<file path="config.mk">
export PLATFORM = sky130hd
export DESIGN_NAME = t03_mem_req_arbiter
export DESIGN_NICKNAME = d
export VERILOG_FILES = /design/src/rtl/t03_mem_req_arbiter.sv
export SDC_FILE = /design/constraint.sdc
export NUM_CORES = 1
export LEC_CHECK = 0
export BUFFER_PORTS_ARGS = -buffer_cell sky130_fd_sc_hd__buf_2
export CAP_MARGIN = 20
export CORE_MARGIN = 1.5
export CORE_UTILIZATION = 47
export DETAILED_ROUTE_END_ITERATION = 8
export GPL_TIMING_DRIVEN = 0
export PLACE_DENSITY = 0.87
export SYNTH_ARGS = -nofsm -noshare
export SYNTH_HDL_FRONTEND = slang
export SYNTH_SLANG_ARGS = --single-unit
</file>
<file path="constraint.sdc">
create_clock -name clk -period 2.2 [get_ports clk]
set_input_delay 0.11 -clock clk [delete_from_list [all_inputs] [get_ports clk]]
set_output_delay 0.11 -clock clk [all_outputs]
set_load 0.01 [all_outputs]
</file>
<file path="src/rtl/t03_mem_req_arbiter.sv">
// Merges the instruction-fetch and load/store ports into single MMIO transactions with a watchdog.
// Optional T03_ARB_ROUND_ROBIN_EN: contended grants alternate instead of data-over-instruction priority.
module t03_mem_req_arbiter #(
  parameter int ADDR_W         = 32,
  parameter int DATA_W         = 32,
  parameter int TIMEOUT_CYCLES = 64
) (
  input  logic              clk,
  input  logic              rst,
  input  logic              i_read,
  input  logic [ADDR_W-1:0] i_addr,
  output logic [DATA_W-1:0] i_rdata,
  output logic              i_ack,
  input  logic              d_read,
  input  logic              d_write,
  input  logic [ADDR_W-1:0] d_addr,
  input  logic [DATA_W-1:0] d_wdata,
  output logic [DATA_W-1:0] d_rdata,
  output logic              d_ack,
  output logic              err,
  output logic              read,
  output logic              write,
  output logic [ADDR_W-1:0] address,
  output logic [DATA_W-1:0] data,
  input  logic [DATA_W-1:0] dataOut,
  input  logic              ack
);

  localparam logic [1:0] S_IDLE = 2'd0;
  localparam logic [1:0] S_IREQ = 2'd1;
  localparam logic [1:0] S_DREQ = 2'd2;

  // Counter only needs to reach TIMEOUT_CYCLES-1; the abort fires on the cycle it would hit TIMEOUT_CYCLES.
  localparam int CNT_W = (TIMEOUT_CYCLES > 1) ? $clog2(TIMEOUT_CYCLES) : 1;
  localparam logic [CNT_W-1:0] CNT_LAST = CNT_W'((TIMEOUT_CYCLES > 0) ? TIMEOUT_CYCLES - 1 : 0);

  logic [1:0]        state_q, state_d;
  logic              we_q, we_d;
  logic [ADDR_W-1:0] addr_q, addr_d;
  logic [DATA_W-1:0] wdata_q, wdata_d;
  logic [CNT_W-1:0]  cnt_q, cnt_d;
  logic [DATA_W-1:0] i_rdata_q, i_rdata_d;
  logic [DATA_W-1:0] d_rdata_q, d_rdata_d;
  logic              i_ack_q, i_ack_d;
  logic              d_ack_q, d_ack_d;
  logic              err_q, err_d;
  logic              d_req;
  logic              pick_d;

  assign d_req = d_read | d_write;

`ifdef T03_ARB_ROUND_ROBIN_EN
  // last_d_q = 1 when the most recent grant went to the data port.
  logic last_d_q, last_d_d;

  always_comb begin
    last_d_d = last_d_q;
    if (state_q == S_IDLE) begin
      if (pick_d)      last_d_d = 1'b1;
      else if (i_read) last_d_d = 1'b0;
    end
  end

  always_ff @(posedge clk or negedge rst) begin
    if (!rst) last_d_q <= 1'b0;
    else      last_d_q <= last_d_d;
  end

  assign pick_d = d_req & (~i_read | ~last_d_q);
`else
  assign pick_d = d_req;
`endif

  always_comb begin
    state_d   = state_q;
    we_d      = we_q;
    addr_d    = addr_q;
    wdata_d   = wdata_q;
    cnt_d     = cnt_q;
    i_rdata_d = i_rdata_q;
    d_rdata_d = d_rdata_q;
    i_ack_d   = 1'b0;
    d_ack_d   = 1'b0;
    err_d     = 1'b0;
    case (state_q)
      S_IDLE: begin
        if (pick_d) begin
          state_d = S_DREQ;
          addr_d  = d_addr;
          wdata_d = d_wdata;
          we_d    = d_write;
          cnt_d   = '0;
        end else if (i_read) begin
          state_d = S_IREQ;
          addr_d  = i_addr;
          we_d    = 1'b0;
          cnt_d   = '0;
        end
      end
      S_IREQ, S_DREQ: begin
        if (ack) begin
          state_d = S_IDLE;
          if (state_q == S_IREQ) begin
            i_ack_d   = 1'b1;
            i_rdata_d = dataOut;
          end else begin
            d_ack_d = 1'b1;
            if (!we_q) d_rdata_d = dataOut;
          end
        end else if ((TIMEOUT_CYCLES != 0) && (cnt_q == CNT_LAST)) begin
          state_d = S_IDLE;
          err_d   = 1'b1;
          if (state_q == S_IREQ) begin
            i_ack_d   = 1'b1;
            i_rdata_d = '0;
          end else begin
            d_ack_d   = 1'b1;
            d_rdata_d = '0;
          end
        end else begin
          cnt_d = cnt_q + 1'b1;
        end
      end
      default: state_d = S_IDLE;
    endcase
  end

  always_ff @(posedge clk or negedge rst) begin
    if (!rst) begin
      state_q   <= S_IDLE;
      we_q      <= 1'b0;
      addr_q    <= '0;
      wdata_q   <= '0;
      cnt_q     <= '0;
      i_rdata_q <= '0;
      d_rdata_q <= '0;
      i_ack_q   <= 1'b0;
      d_ack_q   <= 1'b0;
      err_q     <= 1'b0;
    end else begin
      state_q   <= state_d;
      we_q      <= we_d;
      addr_q    <= addr_d;
      wdata_q   <= wdata_d;
      cnt_q     <= cnt_d;
      i_rdata_q <= i_rdata_d;
      d_rdata_q <= d_rdata_d;
      i_ack_q   <= i_ack_d;
      d_ack_q   <= d_ack_d;
      err_q     <= err_d;
    end
  end

  // Strobes decode from state so they drop the instant reset asserts.
  assign read    = (state_q == S_IREQ) | ((state_q == S_DREQ) & ~we_q);
  assign write   = (state_q == S_DREQ) & we_q;
  assign address = addr_q;
  assign data    = wdata_q;
  assign i_rdata = i_rdata_q;
  assign d_rdata = d_rdata_q;
  assign i_ack   = i_ack_q;
  assign d_ack   = d_ack_q;
  assign err     = err_q;

endmodule

</file>
==> flow_summary.json <==
{
  "cp_slowest_cell": "dfrtp_1",
  "cts_num_sinks": 140,
  "skew_ns": 0.00874,
  "ff_latch_area_um2": 3500,
  "rsz0062_at_grt": "false",
  "h-tree-depth": 4,
  "synth_most_common_cell": "dfrtp_1",
  "ctsLongestPathBuffers": 2,
  "fmax_mhz": 486,
  "clock_latency_ns": 0.42,
  "synth_area_per_cell_um2": 12.7,
  "max_stage_delay_ns": 0.40,
  "dp_hpwl_um": 12900,
  "grt_overflow": 0,
  "setup-tns-final_ns": 0,
  "die_area_um2": 13200,
  "globalRouteTotalUtil": 0.341,
  "report.power.total_uw": 13700,
  "slew_headroom": 0.557,
  "core_area_um2": 12100,
  "cts_buffers": 17,
  "area_growth_pct": 56.7,
  "slew_viol_final": 0,
  "antenna_left": 0,
  "final_area_um2": 9240,
  "violations": "hold timing",
  "setup_violations": 0,
  "synth-edff-count": 0,
  "synth_flop_cell": "dfrtp_1",
  "drt-total-wl_um": 22600,
  "die_width_um": 115,
  "critPathKind": "reg -> reg",
  "yosysSeqAreaShare": 0.594,
  "synth.distinct_cells": 37,
  "start_util": 0.487,
  "cp_top_family": "compound AO/OA/AOI/OAI gates",
  "drive_gt1_frac": 0.415,
  "syn_inst": 463,
  "rows": 40,
  "grt_pass1_wl_um": 34000,
  "die_h_um": 115,
  "vias": 5993,
  "port_buffers": 266,
  "io_pins": 267,
  "crit_path_max_fanout": 10,
  "finalWeightedCongestion": 0.857,
  "antenna_found_initial": 3,
  "cts_tree": "yes",
  "fin_nets": 998,
  "end_kind": "flop",
  "synth-seq-cells": 140,
  "crit_chain": "ha_1 -> nand3_2 -> o21bai_2 -> nand3b_1 -> buf_2 -> a22o_1",
  "final_cells": 1044,
  "syn_nets": 601,
  "yosys_warnings": 0,
  "vias_per_cell": 5.74,
  "async_flop_share": 1.00,
  "post_cts_buffers": 0,
  "crit_buf_inv": 1,
  "grt_pass1_vias": 6401,
  "hold_viol": 1,
  "drt_drc_violations_left": 0,
  "leakagePower_uw": 0.00457,
  "startpoint_type": "flop",
  "wl_per_cell_um": 21.6,
  "clkTransAtPathRegs_ns": 0.06,
  "power_density_nw_per_um2": 1490,
  "critPathRequiredTime_ns": 2.50,
  "multi_input_area_um2": 2230,
  "synth_top_area_share": 0.594,
  "drt_iter0_markers": 562,
  "vdd.ir_drop.worst_v": 0.000880,
  "synth_area_um2": 5890,
  "status": "finished, violations left",
  "worst_hold_slack_ns": -0.00733,
  "hold_path_class": "in -> reg",
  "grt_max_degree": 72,
  "period_share": 0.935,
  "worstMarginPinSlew_ns": 0.665,
  "min_period_ns": 2.06,
  "cp_data_arrival_time_ns": 2.36,
  "dr.pass1.iters": 7,
  "synth.top_cells.by_count": "dfrtp_1 (140), a22o_1 (96), nand2_1 (42), o21ai_0 (35), mux2_2 (33)",
  "maxCapViolations": 0,
  "yosysTopAreaCell": "dfrtp_1",
  "place_area_um2": 7470,
  "root_buffer": "clkbuf_16",
  "synthTopCellsByArea": "dfrtp_1 (59%), a22o_1 (14%), mux2_2 (6.3%)",
  "fillers": 716,
  "placed_cells": 898
}
[sequential cells by signal, summed over array words and instances, names as in the netlist, 2 cells and up]
register  count
data         32
address      32
cnt_q         6
i_rdata      32
d_rdata      32
state_q       2
[kinds of logic (layout without fill, tap and decap cells)]
| family | count (synthesis) | in the layout | synth area share |
|---|---|---|---|
| other | 0 | 3 | 0 |
| AND/OR/NAND/NOR | 65 | 65 | 0.0558 |
| AO/OA/AOI/OAI | 147 | 147 | 0.193 |
| multiplexers | 65 | 65 | 0.117 |
| buffers and inverters | 42 | 452 | 0.0306 |
| flip-flops | 140 | 140 | 0.594 |
| adder cells (fa/ha/maj) | 4 | 4 | 0.00849 |
[cell usage in the layout, fill, tap and decap left out, types with 4 or more instances in the layout]
cell | Yosys | routed
clkbuf_16 | 0 | 17
ha_1 | 4 | 4
o21ai_0 | 35 | 35
clkbuf_2 | 0 | 4
clkbuf_1 | 17 | 15
nand2_1 | 42 | 42
a22o_1 | 96 | 96
buf_2 | 18 | 280
inv_1 | 6 | 6
mux2i_1 | 32 | 32
nand3_1 | 7 | 6
dlygate4sd3_1 | 0 | 111
mux2_2 | 33 | 33
clkinvlp_4 | 0 | 5
dfrtp_1 | 140 | 140
[worst register-to-register path: stages (launching register included)]
cell and delay [ns]:
dfrtp_1 0.40, ha_1 0.25, nand3_2 0.16, o21bai_2 0.30
nand3b_1 0.27, buf_2 0.27, a22o_1 0.28
[metal layers]
layer  wire [um]  track usage
met3        2030       0.0970
met5           0            0
met4        1150        0.189
met2       11500        0.604
met1        7860        0.369
[metrics by stage]
| stage | utilization | setup WS, ns |
|---|---|---|
| floorplan | - | 0.407 |
| global placement | 0.614 | -0.762 |
| detailed placement | 0.617 | 0.164 |
| CTS | 0.760 | 0.0316 |
| global route | 0.763 | 0.0105 |
| finish | 0.763 | 0.143 |
[path summary, 6_finish.rpt]
check | depth (start not counted) | end | startpoint | slack, ns
setup / recovery | 6 | d_rdata[15]$_DFFE_PN0P_ | cnt_q[0]$_DFFE_PN0P_ | 0.14
hold / removal | 3 | address[29]$_DFFE_PN0P_ | i_addr[29] | -0.007
min in group asynchronous | 2 | d_rdata[6]$_DFFE_PN0P_ | rst | 0.28
max in group asynchronous | 3 | address[24]$_DFFE_PN0P_ | rst | 1.15
hold reg to reg | 1 | i_rdata[7]$_DFFE_PN0P_ | i_rdata[7]$_DFFE_PN0P_ | 0.50
setup reg to reg | 6 | d_rdata[15]$_DFFE_PN0P_ | cnt_q[0]$_DFFE_PN0P_ | 0.14
[area by class of cell]
cell class | instances | share of cell area
Timing Repair Buffer | 378 | 0.268
Antenna cell | 3 | 0.000813
Sequential cell | 140 | 0.379
Buffer | 36 | 0.0184
Clock buffer | 20 | 0.0494
Multi-Input combinational cell | 281 | 0.241
Tap cell | 168 | 0.0228
Clock inverter | 12 | 0.0176
Inverter | 6 | 0.00244
[what timing repair did]
action / CTS / global route
endpoints found under the hold margin: 160 / 0
hold buffers: 111 / 0
resized for setup: 0 / 14
setup endpoints to repair: 0 / 34
[power by group]
group / total (uW) / switching, uW / internal, uW
Clock: 3030 / 1170 / 1850
Sequential: 4750 / 918 / 3830
Combinational: 5970 / 3220 / 2750
Note: power is estimated with default switching activity, not from simulation.
